`src/rtl/ack_bus_arbiter_if.sv`:
```
// ack_bus_arbiter_if -- request/ack bus between four requesters and the arbiter.
//
// Requester side (driven by the requesters):
//   req_valid[3:0]   per-requester ack request (MEM=0, SHA=1, AES=2, CTRL=3)
//   req_dest[7:0]    target ID per requester, bits [2i+1:2i] for requester i
//   err_clr          clears the sticky self-ack error flag
// Arbiter side (driven by the arbiter):
//   req_accept[3:0]  request of requester i captured this cycle
//   ack_bus_owned    ID of the current or most recent bus owner
//   ack_bus_busy     grant active
//   ack_valid        single-cycle ack strobe
//   ack_src/ack_dest source and target ID of the strobed ack
//   ack_hit[3:0]     one-hot decode of ack_dest, qualified by ack_valid
//   pending[3:0]     per-requester pending-slot flags
//   self_ack_err     sticky illegal (self-addressed) request flag
//   ack_count[7:0]   acks delivered, wrapping
interface ack_bus_arbiter_if;
  logic [3:0] req_valid;
  logic [7:0] req_dest;
  logic       err_clr;
  logic [3:0] req_accept;
  logic [1:0] ack_bus_owned;
  logic       ack_bus_busy;
  logic       ack_valid;
  logic [1:0] ack_src;
  logic [1:0] ack_dest;
  logic [3:0] ack_hit;
  logic [3:0] pending;
  logic       self_ack_err;
  logic [7:0] ack_count;

  // The arbiter itself.
  modport slave (
    input  req_valid, req_dest, err_clr,
    output req_accept, ack_bus_owned, ack_bus_busy, ack_valid, ack_src,
           ack_dest, ack_hit, pending, self_ack_err, ack_count
  );

  // The requester / environment side.
  modport master (
    output req_valid, req_dest, err_clr,
    input  req_accept, ack_bus_owned, ack_bus_busy, ack_valid, ack_src,
           ack_dest, ack_hit, pending, self_ack_err, ack_count
  );
endinterface

```
`src/rtl/ack_bus_arbiter.sv`:
```
// ack_bus_arbiter -- round-robin arbiter serialising acks from four requesters
// onto one shared ack bus.
//
// Each requester owns one pending slot holding a 2-bit destination. The FSM
// idles until a slot is pending, grants it round-robin (scan starts after the
// last grant), strobes the ack for exactly one cycle (DRIVE), then inserts
// GUARD_CYCLES dead cycles (GUARD) before arbitrating again.
//
// Ports:
//   clk    system clock, rising edge
//   rst_n  asynchronous active-low reset
//   bus    ack_bus_arbiter_if.slave (request inputs, ack bus and status outputs)
//
// Parameter:
//   GUARD_CYCLES  idle cycles after each ack before the next grant (0..7)
module ack_bus_arbiter #(
  parameter int GUARD_CYCLES = 1
) (
  input  logic               clk,
  input  logic               rst_n,
  ack_bus_arbiter_if.slave   bus
);

  localparam logic [1:0] ST_IDLE  = 2'd0;
  localparam logic [1:0] ST_DRIVE = 2'd1;
  localparam logic [1:0] ST_GUARD = 2'd2;

  // Counter preload: GUARD runs while the counter walks down to zero, so
  // loading N-1 gives exactly N guard cycles.
  localparam logic [2:0] GUARD_LOAD = (GUARD_CYCLES > 0) ? 3'(GUARD_CYCLES - 1) : 3'd0;

  logic [1:0]      state_q, state_d;
  logic [3:0]      pending_q, pending_d;
  logic [3:0][1:0] dest_q;
  logic [1:0]      last_grant_q, last_grant_d;
  logic [1:0]      owner_q, owner_d;
  logic [1:0]      ack_dest_q, ack_dest_d;
  logic [2:0]      guard_q, guard_d;
  logic            err_q, err_d;
  logic [7:0]      count_q, count_d;

  logic [3:0]      accept;
  logic            self_err_set;
  logic [1:0]      winner;
  logic [1:0]      cand;
  logic            found;
  logic            drive;

  // Request capture and self-addressed request detection.
  // NOTE: every signal written here gets a default first, so no path through
  // the block leaves it unassigned and no latch is inferred.
  always_comb begin
    accept       = '0;
    self_err_set = 1'b0;
    for (int i = 0; i < 4; i++) begin
      if (bus.req_valid[i]) begin
        if (bus.req_dest[2*i +: 2] == 2'(i)) begin
          self_err_set = 1'b1;
        end else if (!pending_q[i]) begin
          accept[i] = 1'b1;
        end
      end
    end
  end

  // Round-robin pick: first pending slot at or after last_grant+1, with wrap.
  always_comb begin
    winner = last_grant_q + 2'd1;
    cand   = winner;
    found  = 1'b0;
    for (int k = 0; k < 4; k++) begin
      cand = last_grant_q + 2'd1 + 2'(k);
      if (!found && pending_q[cand]) begin
        winner = cand;
        found  = 1'b1;
      end
    end
  end

  // Next-state logic.
  // NOTE: combinational blocks use blocking '=' so later statements see earlier
  // results; the registers below use non-blocking '<=' so all flops update
  // together from the previous cycle's values.
  always_comb begin
    state_d      = state_q;
    pending_d    = pending_q | accept;
    last_grant_d = last_grant_q;
    owner_d      = owner_q;
    ack_dest_d   = ack_dest_q;
    guard_d      = guard_q;
    count_d      = count_q;
    // A new illegal request outranks a clear arriving in the same cycle.
    err_d        = (err_q & ~bus.err_clr) | self_err_set;

    case (state_q)
      ST_IDLE: begin
        if (|pending_q) begin
          owner_d    = winner;
          ack_dest_d = dest_q[winner];
          state_d    = ST_DRIVE;
        end
      end
      ST_DRIVE: begin
        // The owner's slot is still set, so accept[owner_q] is 0 this cycle and
        // the clear below cannot collide with a fresh capture.
        pending_d[owner_q] = 1'b0;
        last_grant_d       = owner_q;
        count_d            = count_q + 8'd1;
        if (GUARD_CYCLES > 0) begin
          state_d = ST_GUARD;
          guard_d = GUARD_LOAD;
        end else begin
          state_d = ST_IDLE;
        end
      end
      ST_GUARD: begin
        if (guard_q == 3'd0) begin
          state_d = ST_IDLE;
        end else begin
          guard_d = guard_q - 3'd1;
        end
      end
      default: state_d = ST_IDLE;
    endcase
  end

  always_ff @(posedge clk or negedge rst_n) begin
    if (!rst_n) begin
      state_q      <= ST_IDLE;
      pending_q    <= '0;
      last_grant_q <= 2'd3;   // first scan after reset starts at MEM
      owner_q      <= 2'd0;
      ack_dest_q   <= 2'd0;
      guard_q      <= 3'd0;
      err_q        <= 1'b0;
      count_q      <= 8'd0;
    end else begin
      state_q      <= state_d;
      pending_q    <= pending_d;
      last_grant_q <= last_grant_d;
      owner_q      <= owner_d;
      ack_dest_q   <= ack_dest_d;
      guard_q      <= guard_d;
      err_q        <= err_d;
      count_q      <= count_d;
    end
  end

  // NOTE: destination slots carry no reset; a slot is only read while its
  // pending bit is set, and that bit is cleared by reset and set together
  // with the slot write.
  always_ff @(posedge clk) begin
    for (int i = 0; i < 4; i++) begin
      if (accept[i]) begin
        dest_q[i] <= bus.req_dest[2*i +: 2];
      end
    end
  end

  assign drive = (state_q == ST_DRIVE);

  assign bus.req_accept    = accept;
  assign bus.ack_bus_owned = owner_q;
  assign bus.ack_bus_busy  = drive;
  assign bus.ack_valid     = drive;
  assign bus.ack_src       = owner_q;
  assign bus.ack_dest      = ack_dest_q;
  assign bus.ack_hit       = drive ? (4'b0001 << ack_dest_q) : 4'b0000;
  assign bus.pending       = pending_q;
  assign bus.self_ack_err  = err_q;
  assign bus.ack_count     = count_q;

endmodule
```
`src/flat_wrapper.sv`:
```
// flat-port wrapper written by rule: the top's interface ports become plain ports
module ack_bus_arbiter_flat 
#(
  parameter int GUARD_CYCLES = 1
)
  (clk, rst_n, bus_req_valid, bus_req_dest, bus_err_clr, bus_req_accept, bus_ack_bus_owned, bus_ack_bus_busy, bus_ack_valid, bus_ack_src, bus_ack_dest, bus_ack_hit, bus_pending, bus_self_ack_err, bus_ack_count);
  ack_bus_arbiter_if bus_i ();
  input  logic clk;
  input  logic rst_n;
  input wire logic [$bits(bus_i.req_valid)-1:0] bus_req_valid;
  input wire logic [$bits(bus_i.req_dest)-1:0] bus_req_dest;
  input wire logic [$bits(bus_i.err_clr)-1:0] bus_err_clr;
  output wire logic [$bits(bus_i.req_accept)-1:0] bus_req_accept;
  output wire logic [$bits(bus_i.ack_bus_owned)-1:0] bus_ack_bus_owned;
  output wire logic [$bits(bus_i.ack_bus_busy)-1:0] bus_ack_bus_busy;
  output wire logic [$bits(bus_i.ack_valid)-1:0] bus_ack_valid;
  output wire logic [$bits(bus_i.ack_src)-1:0] bus_ack_src;
  output wire logic [$bits(bus_i.ack_dest)-1:0] bus_ack_dest;
  output wire logic [$bits(bus_i.ack_hit)-1:0] bus_ack_hit;
  output wire logic [$bits(bus_i.pending)-1:0] bus_pending;
  output wire logic [$bits(bus_i.self_ack_err)-1:0] bus_self_ack_err;
  output wire logic [$bits(bus_i.ack_count)-1:0] bus_ack_count;
  assign bus_i.req_valid = bus_req_valid;
  assign bus_i.req_dest = bus_req_dest;
  assign bus_i.err_clr = bus_err_clr;
  assign bus_req_accept = bus_i.req_accept;
  assign bus_ack_bus_owned = bus_i.ack_bus_owned;
  assign bus_ack_bus_busy = bus_i.ack_bus_busy;
  assign bus_ack_valid = bus_i.ack_valid;
  assign bus_ack_src = bus_i.ack_src;
  assign bus_ack_dest = bus_i.ack_dest;
  assign bus_ack_hit = bus_i.ack_hit;
  assign bus_pending = bus_i.pending;
  assign bus_self_ack_err = bus_i.self_ack_err;
  assign bus_ack_count = bus_i.ack_count;
  ack_bus_arbiter #(.GUARD_CYCLES(GUARD_CYCLES)) u_core (.clk(clk), .rst_n(rst_n), .bus(bus_i));
endmodule
```
`config.mk`:
```
export PLATFORM = sky130hd
export DESIGN_NAME = ack_bus_arbiter_flat
export DESIGN_NICKNAME = d
export VERILOG_FILES = /design/src/rtl/ack_bus_arbiter_if.sv /design/src/rtl/ack_bus_arbiter.sv /design/src/flat_wrapper.sv
export SDC_FILE = /design/constraint.sdc
export NUM_CORES = 1
export LEC_CHECK = 0
export CAP_MARGIN = 20
export CELL_PAD_IN_SITES_DETAIL_PLACEMENT = 1
export CELL_PAD_IN_SITES_GLOBAL_PLACEMENT = 1
export CORE_MARGIN = 2
export CORE_UTILIZATION = 36
export DETAILED_ROUTE_END_ITERATION = 8
export GPL_TIMING_DRIVEN = 0
export PLACE_DENSITY = 0.83
export SKIP_LAST_GASP = 1
export SLEW_MARGIN = 20
export SYNTH_ARGS = -nofsm -noshare
export SYNTH_HDL_FRONTEND = slang
export SYNTH_SLANG_ARGS = --single-unit
```
`constraint.sdc`:
```
create_clock -name clk -period 2 [get_ports clk]
set_clock_uncertainty 0.05 [all_clocks]
set_input_delay 0.6 -clock clk [delete_from_list [all_inputs] [get_ports clk]]
set_output_delay 0.6 -clock clk [all_outputs]
set_load 0.005 [all_outputs]
```
Word-level counts from Yosys, hierarchy flattened

Index checks and enable logic that the tools add are counted.

Bits in writable memories: 0
Bits in latches: 0
Memories kept: 0
ROM bits: 0
Output and inout bits: 29
Register bits: 32
Input port bits: 15

$add $sub $neg: 6
Equality and inequality tests: 8
Bitwise operators: 6
Reduce and logical (&&, ||, !) cells: 15
Magnitude comparators: 7
Muxes and demuxes: 45
Shift operators: 1
Div/mod/pow operators: 0
Multipliers: 0

Operators by type and width:

| kind                  | count |
|---|---|
| $mux W1               | 28 |
| $lt A2 B3 Y1 const B  | 6 |
| $mux W2               | 6 |
| $add A8 B1 Y8 const B | 1 |
| $bmux W1 S2           | 4 |
| $mux W4               | 2 |
| $eq A2 B2 Y1 const B  | 3 |
| $pmux W2 S3           | 1 |
| $pmux W3 S2           | 1 |
| $reduce_and A2 Y1     | 3 |
| $add A2 B1 Y2 const B | 2 |
| $add A2 B2 Y2 const B | 2 |
| $and A4 B4 Y4         | 1 |
| $bmux W2 S2           | 1 |
| $eq A2 B1 Y1 const B  | 2 |
| $logic_and A1 B1 Y1   | 4 |
| $logic_not A2 Y1      | 2 |
| $ne A2 B1 Y1 const B  | 2 |
| $not A4 Y4            | 1 |
| $or A4 B4 Y4          | 1 |
| $reduce_or A4 Y1      | 1 |
| $shl A1 B2 Y4 const A | 1 |
| $logic_not A1 Y1      | 3 |
| $logic_not A3 Y1      | 1 |
| other kinds (9)       | 9 |

Longest topological paths before layout

Depth after elaboration: 15
Depth in mapped cells: 7
Depth with buffers taken out: 7

Worst setup path after synthesis

OpenSTA, ideal clock, no wires.

Path type: register -> register
Start point: reg u_core.last_grant_q[0]
End point: reg u_core.ack_dest_q[0], in the netlist u_core.bus.ack_dest[0]
Library setup time: 0.120 ns
Buffers on the path: 0
Cell stages (with the launch flop): 6
Data arrival time: 1.605 ns
Setup slack: 0.225 ns
Required time: 1.830 ns
Period minus slack after synthesis: 1.775 ns
Cells stage by stage: dfstp_2 -> and2b_1 -> o21a_1 -> nor2_4 -> mux2_1 -> o211a_1

Word-level cells in the longest chain between the ends: 15
Elaborated cells on any way between the ends: 26

RTL lines:

| element                                                                | line                                         | RTL |
|---|---|---|
| from (decl)                                                            | ack_bus_arbiter.sv:35                        | `logic [1:0] last_grant_q, last_grant_d;` |
| from (signal assigned)                                                 | ack_bus_arbiter.sv:140                       | `last_grant_q <= last_grant_d;` |
| $add A2 B1 Y2 (*)                                                      | ack_bus_arbiter.sv:68, ack_bus_arbiter.sv:72 |  |
| parallel branches: the longest is 11 deep, another holds $add A2 B1 Y2 | -                                            |  |
| $mux W2 (*)                                                            | ack_bus_arbiter.sv:73                        | `if (!found && pending_q[cand]) begin` |
| $bmux W2 S2 (*)                                                        | ack_bus_arbiter.sv:99                        | `ack_dest_d = dest_q[winner];` |
| $mux W2 (not written as such) (*)                                      | ack_bus_arbiter.sv:99                        |  |
| to (signal assigned)                                                   | ack_bus_arbiter.sv:142                       | `ack_dest_q <= ack_dest_d;` |
| to (decl)                                                              | ack_bus_arbiter.sv:37                        | `logic [1:0] ack_dest_q, ack_dest_d;` |

Every way passes the cells marked *. The select of a mux whose other input is x is not followed.
A chain may end at the register's enable or synchronous reset.

Final worst setup path

Start point: reg u_core.pending_q[3], in the netlist u_core.bus.pending[3]
End point: out bus_pending[3]

RTL lines:

| element                | line                   | RTL |
|---|---|---|
| from (decl)            | ack_bus_arbiter.sv:33  | `logic [3:0] pending_q, pending_d;` |
| from (signal assigned) | ack_bus_arbiter.sv:139 | `pending_q <= pending_d;` |
| to (decl)              | flat_wrapper.sv:20     | `output wire logic [$bits(bus_i.pending)-1:0] bus_pending;` |

No word-level cell between the ends.

==> metrics.txt <==
Most used DFF post-synth dfrtp_1; Crit path depth 1; Initial Utilization 37.0%; IO Pins 44; Synth area leader dfrtp_1; fin util 56.0%; kind of critical path flop to output pin; final net count 249; top post-synthesis cells by area dfrtp_1 (34%), edfxtp_1 (15%), nand2_1 (5.2%), o21ai_0 (3.4%), dfstp_2 (3.3%); drt wl/cell 16.0 um; antenna violations before repair 0; clk sink count 32; global-route wire length before repair 7470 um; simple-gate area share of the yosys netlist 21.0%; Hold WC Path Type flop to flop; Synth top cells by count dfrtp_1 (22), nand2_1 (22), nor2_1 (12), o21ai_0 (11); worst slack, placed -0.666 ns; post-synthesis sequential area ratio 52.7%; count of state elements after synthesis 32; Multi-input gate area 728 sq um; hold path depth 1; Critical Path Max Stage Delay 0.54 ns; Max Cap Viol 0; Syn Inst Count 156; met1 Usage GRT 22.4%; Register Area 851 sq um; # setup viols final 0; number of flops mapped to enable cells by yosys 8; FP Rows 24; CTS tree done; Num CTS Buffers 5; Post-Synth Adder-Cell Area 2.35%; H-Tree Depth 2; M2 GR Usage 33.2%; antenna cell count 0; I/O Buffers 43; post-synth top area share 34.4%; GRT Util Overall 19.3%; pwr/cell area 1430 mW/mm^2; combinational family with the most area after synthesis simple AND/OR/NAND/NOR gates; Core Area 0.00432 sq mm; synth warn 0; share of cells above drive strength 1 29.3%; Peak VDD IR 557 uV; final setup margin 0.0390 ns; post-cts hold buffer count 0; Inst Count DP 252; mux cell area share after synthesis 1.64%; largest net degree at the start of global routing 17; Routed WL 4540 um; asr flop ratio synth 75.0%; Worst slew margin 67.1%; worst-skew pair later-pin latency 0.29 ns; GP Congestion 0.761; dpl hpwl 3050 um; number of global-route vias before repair 1553; Leakage 1.10 nW; post-route insts no fill 284; Worst Hold Margin 0.418 ns; synth unique cells 44; post-synthesis compound-gate area fraction 13.8%; Overall Power 0.00346 W; CP startpoint kind flop; FMAX 510 MHz; Worst R2R Path Depth 5; antenna-violating nets left 0; met3 global-route usage 5.27%; drt pass-1 iters 4; grt total ovfl 0; CP max FO 9; final hold vios 0; minimum clock period 1.96 ns; DR vias 1472; RSZ-0062 raised after global routing no; XOR/XNOR share of the synthesized area 4.38%; fin. max-slew vios 0; Area Growth Syn to Fin 51.4%; Final period util 98.1%; slowest stage cell, crit path clkdlybuf4s50_1; Arrival @ worst endpoint 1.31 ns; nature of the critical path endpoint output pin; crit path buf inv count 1; Synth Net Count 174; crit path cell chain clkdlybuf4s50_1; Worst Path Required 1.35 ns; Clock Path Buffers 2; Syn Area/Cell 10.3 sq um; Synth Cell Area 0.00160 sq mm; clk root buf clkbuf_8; Clock Pin Slew Worst Setup and Hold Paths 0.07 ns; Vias/cell 5.18; die area 0.00499 sq mm; Fill cells 495; DRC errors left 0; chip height 70.7 um; DR iter-0 viols 26; CP delay by family, top buffers and inverters; Die W 70.7 um; busiest layer in global routing met2; Slew @ Worst Pin 0.490 ns; status complete, no violations
==> final cells by class <==
cell class | count | share of cell area [%]
sequential | 32 | 35.1
multi-input combinational | 110 | 30.0
timing repair buffer | 69 | 25.1
clock buffer | 6 | 2.99
tap | 52 | 2.68
clock inverter | 2 | 1.45
inverter | 8 | 1.34
buffer | 5 | 1.29
==> kinds of logic after synthesis <==
kind of cell             after synthesis
AND/OR/NAND/NOR                       64
multiplexers                           2
XOR/XNOR                               8
buffers and inverters                 14
adder cells (fa/ha/maj)                3
flip-flops                            32
AO/OA/AOI/OAI                         33
==> cells in the final DEF, fill, tap and decap left out, types with 4 or more instances in the layout <==
cell	n
buf_4	27
nand2_1	21
clkdlybuf4s50_1	21
dfrtp_1	16
dlygate4sd2_1	12
nor2_1	10
o21ai_0	9
a21oi_1	8
edfxtp_1	8
inv_1	6
dfrtp_2	6
buf_2	5
nand4_1	5
clkbuf_8	5
xor2_1	4
xnor2_1	4
==> power by group <==
group | internal (W) | switching, W | total, W
Sequential | 0.000895 | 0.000259 | 0.00115
Clock | 0.000370 | 0.000252 | 0.000622
Combinational | 0.000944 | 0.000745 | 0.00169
Total | 0.00221 | 0.00126 | 0.00346
==> state kept, by name, indices dropped and copies added (netlist names) <==
signal and count:
u_core.last_grant_q 2, u_core.bus.ack_dest 2, u_core.state_q 2, u_core.bus.self_ack_err 1
u_core.bus.pending 4, u_core.dest_q 8, u_core.bus.ack_bus_owned 2, u_core.guard_q 3
u_core.bus.ack_count 8
==> metal layers <==
layer  wire, um  part of all wire (%)  up-vias
li1           -                     -      698
met1       1840                    41      715
met2       2340                    52       50
met3        248                   5.5        9
met4        106                   2.3        0
met5          0                     0        -
==> what timing repair did <==
| item | CTS | global route |
|---|---|---|
| setup endpoints to repair | 14 | 10 |
| pin swaps | 6 | 2 |
| buffers inserted | 20 | 5 |
| resized for setup | 46 | 11 |
| endpoints found under the hold margin | 0 | 0 |
==> worst paths after layout <==
path / from / slack (ns) / end
worst max-delay path: u_core.bus.pending[3] / 0.04 / bus_pending[3]
min in group asynchronous: rst_n / 0.58 / u_core.bus.ack_count[7]
max in group asynchronous: rst_n / 0.77 / u_core.last_grant_q[0]
worst max register to register: u_core.last_grant_q[0] / 0.08 / u_core.bus.ack_dest[0]
worst min register to register: u_core.bus.ack_count[7] / 0.42 / u_core.bus.ack_count[7]
worst min-delay path: u_core.bus.ack_count[7] / 0.42 / u_core.bus.ack_count[7]
==> stage by stage <==
step / TNS [ns] / cell area [sq um]
final: 0 / 2420
after global routing: 0 / 2420
after CTS: -0.179 / 2370
after detailed placement: -4.02 / 2110
after global placement: -4.08 / 2100
after floorplan: 0 / 1600
(Power assumes the default switching activity.)
==> edit (same settings) <==
Take the reset off `pending_q` and load it in a clocked block of its own.
--- a/src/rtl/ack_bus_arbiter.sv
+++ b/src/rtl/ack_bus_arbiter.sv
@@ -129,3 +129,2 @@
       state_q      <= ST_IDLE;
-      pending_q    <= '0;
       last_grant_q <= 2'd3;   // first scan after reset starts at MEM
@@ -138,3 +137,2 @@
       state_q      <= state_d;
-      pending_q    <= pending_d;
       last_grant_q <= last_grant_d;
@@ -146,2 +144,6 @@
     end
+  end
+
+  always_ff @(posedge clk) begin
+    pending_q <= pending_d;
   end
Check against the original RTL: not equivalent (a bounded check fails within 4 cycles, from zero or initial values and one cycle with rst_n low).
==> edit against the original RTL <==
The run now ends with setup timing left; non-clock buffer count decreased by 1; wire length shrank 2.6%; synthesized area down 1.3%; first-iteration DRC count up 85%; sequential cell count did not move; total power fell by 3.0%; highest routed layer unchanged; critical path type unchanged; largest cell class unchanged; setup slack worse by 0.059 ns; final area is 2.1% lower.
==> edit: results <==
<?xml version="1.0" encoding="UTF-8"?>
<metrics>
  <group name="setup_path">
    <metric name="cp_data_arrival_time" unit="ns">1.37</metric>
    <metric name="slowest_delay" unit="ns">0.42</metric>
    <metric name="timing.critical_path.fanout_max" unit="">4</metric>
    <metric name="cp_slowest_cell" unit="">dfrtp_1</metric>
    <metric name="crit_path_end" unit="">bus_ack_valid</metric>
  </group>
  <group name="placed_design">
    <metric name="hpwlAfterDp" unit="microns">2830</metric>
    <metric name="gp_routability_congestion" unit="">0.699</metric>
    <metric name="dpl_cell_area" unit="sq um">2080</metric>
  </group>
  <group name="cells_and_area">
    <metric name="regArea" unit="sq um">830</metric>
    <metric name="layout.buffer.nonclock.area_share" unit="%">26.3</metric>
    <metric name="layout-drive-gt1-share" unit="%">29.0</metric>
    <metric name="layout.cells.non_filler" unit="">283</metric>
    <metric name="clockBufferCount" unit="">8</metric>
    <metric name="multi_input_area_share" unit="%">30.9</metric>
    <metric name="finalCoreUtilization" unit="%">55.3</metric>
  </group>
  <group name="detailed_routing">
    <metric name="drt_iter0_markers" unit="">48</metric>
    <metric name="wirelength" unit="microns">4420</metric>
  </group>
  <group name="logic_synthesis">
    <metric name="synth_mux_area_share" unit="%">1.66</metric>
    <metric name="complex_gate_fraction_of_the_synthesized_area" unit="%">13.9</metric>
    <metric name="synth_sequential_area_ratio" unit="%">52.1</metric>
    <metric name="netlist_top_cells_area" unit="">dfrtp_1 (29%), edfxtp_1 (15%), nand2_1 (5.2%)</metric>
    <metric name="synth_async_sr_flop_share" unit="%">62.5</metric>
  </group>
  <group name="timing">
    <metric name="setup_ws" unit="ns">-0.0199</metric>
    <metric name="fmax" unit="MHz">495</metric>
    <metric name="hold-worst-slack" unit="ns">0.425</metric>
    <metric name="timing.max_slew.rel_slack" unit="%">41.3</metric>
    <metric name="setup-violations-final" unit="">1</metric>
  </group>
  <group name="status">
    <metric name="failing_checks" unit="">setup timing</metric>
    <metric name="status" unit="">finished with violations</metric>
  </group>
  <group name="global_route">
    <metric name="grt_pass1_vias" unit="">1517</metric>
    <metric name="grt_max_degree" unit="">21</metric>
  </group>
  <group name="power">
    <metric name="power.ir.vdd_worst" unit="mV">0.474</metric>
  </group>
</metrics>
[edit: cell count changes in the layout (fill, tap and decap cells not counted), moves of 2 or more]
cell / unedited run / this run
dfrtp_2: 6 / 2
dfxtp_2: 0 / 3
buf_6: 0 / 2
nor2_1: 10 / 8
nor2_2: 2 / 4
[edit: what timing repair did]
action / 4_1_cts / 5_1_grt
endpoints found under the setup margin: 15 / 9
pin swaps: 7 / 2
setup buffers: 22 / 3
resized for setup: 47 / 14
hold buffers: 0 / 0
[edit: per-layer routing]
layer / global-route usage (%) / share of wire [%]
met5: 0 / 0
met4: 6.41 / 1.2
met3: 6.35 / 4.9
met2: 33.8 / 52
met1: 23.8 / 42
[edit: power by group]
| group | internal, W | switching (W) | total [W] |
|---|---|---|---|
| clock | 0.000281 | 0.000249 | 0.000530 |
| combinational | 0.000943 | 0.000735 | 0.00168 |
| sequential | 0.000895 | 0.000258 | 0.00115 |
| total | 0.00212 | 0.00124 | 0.00336 |
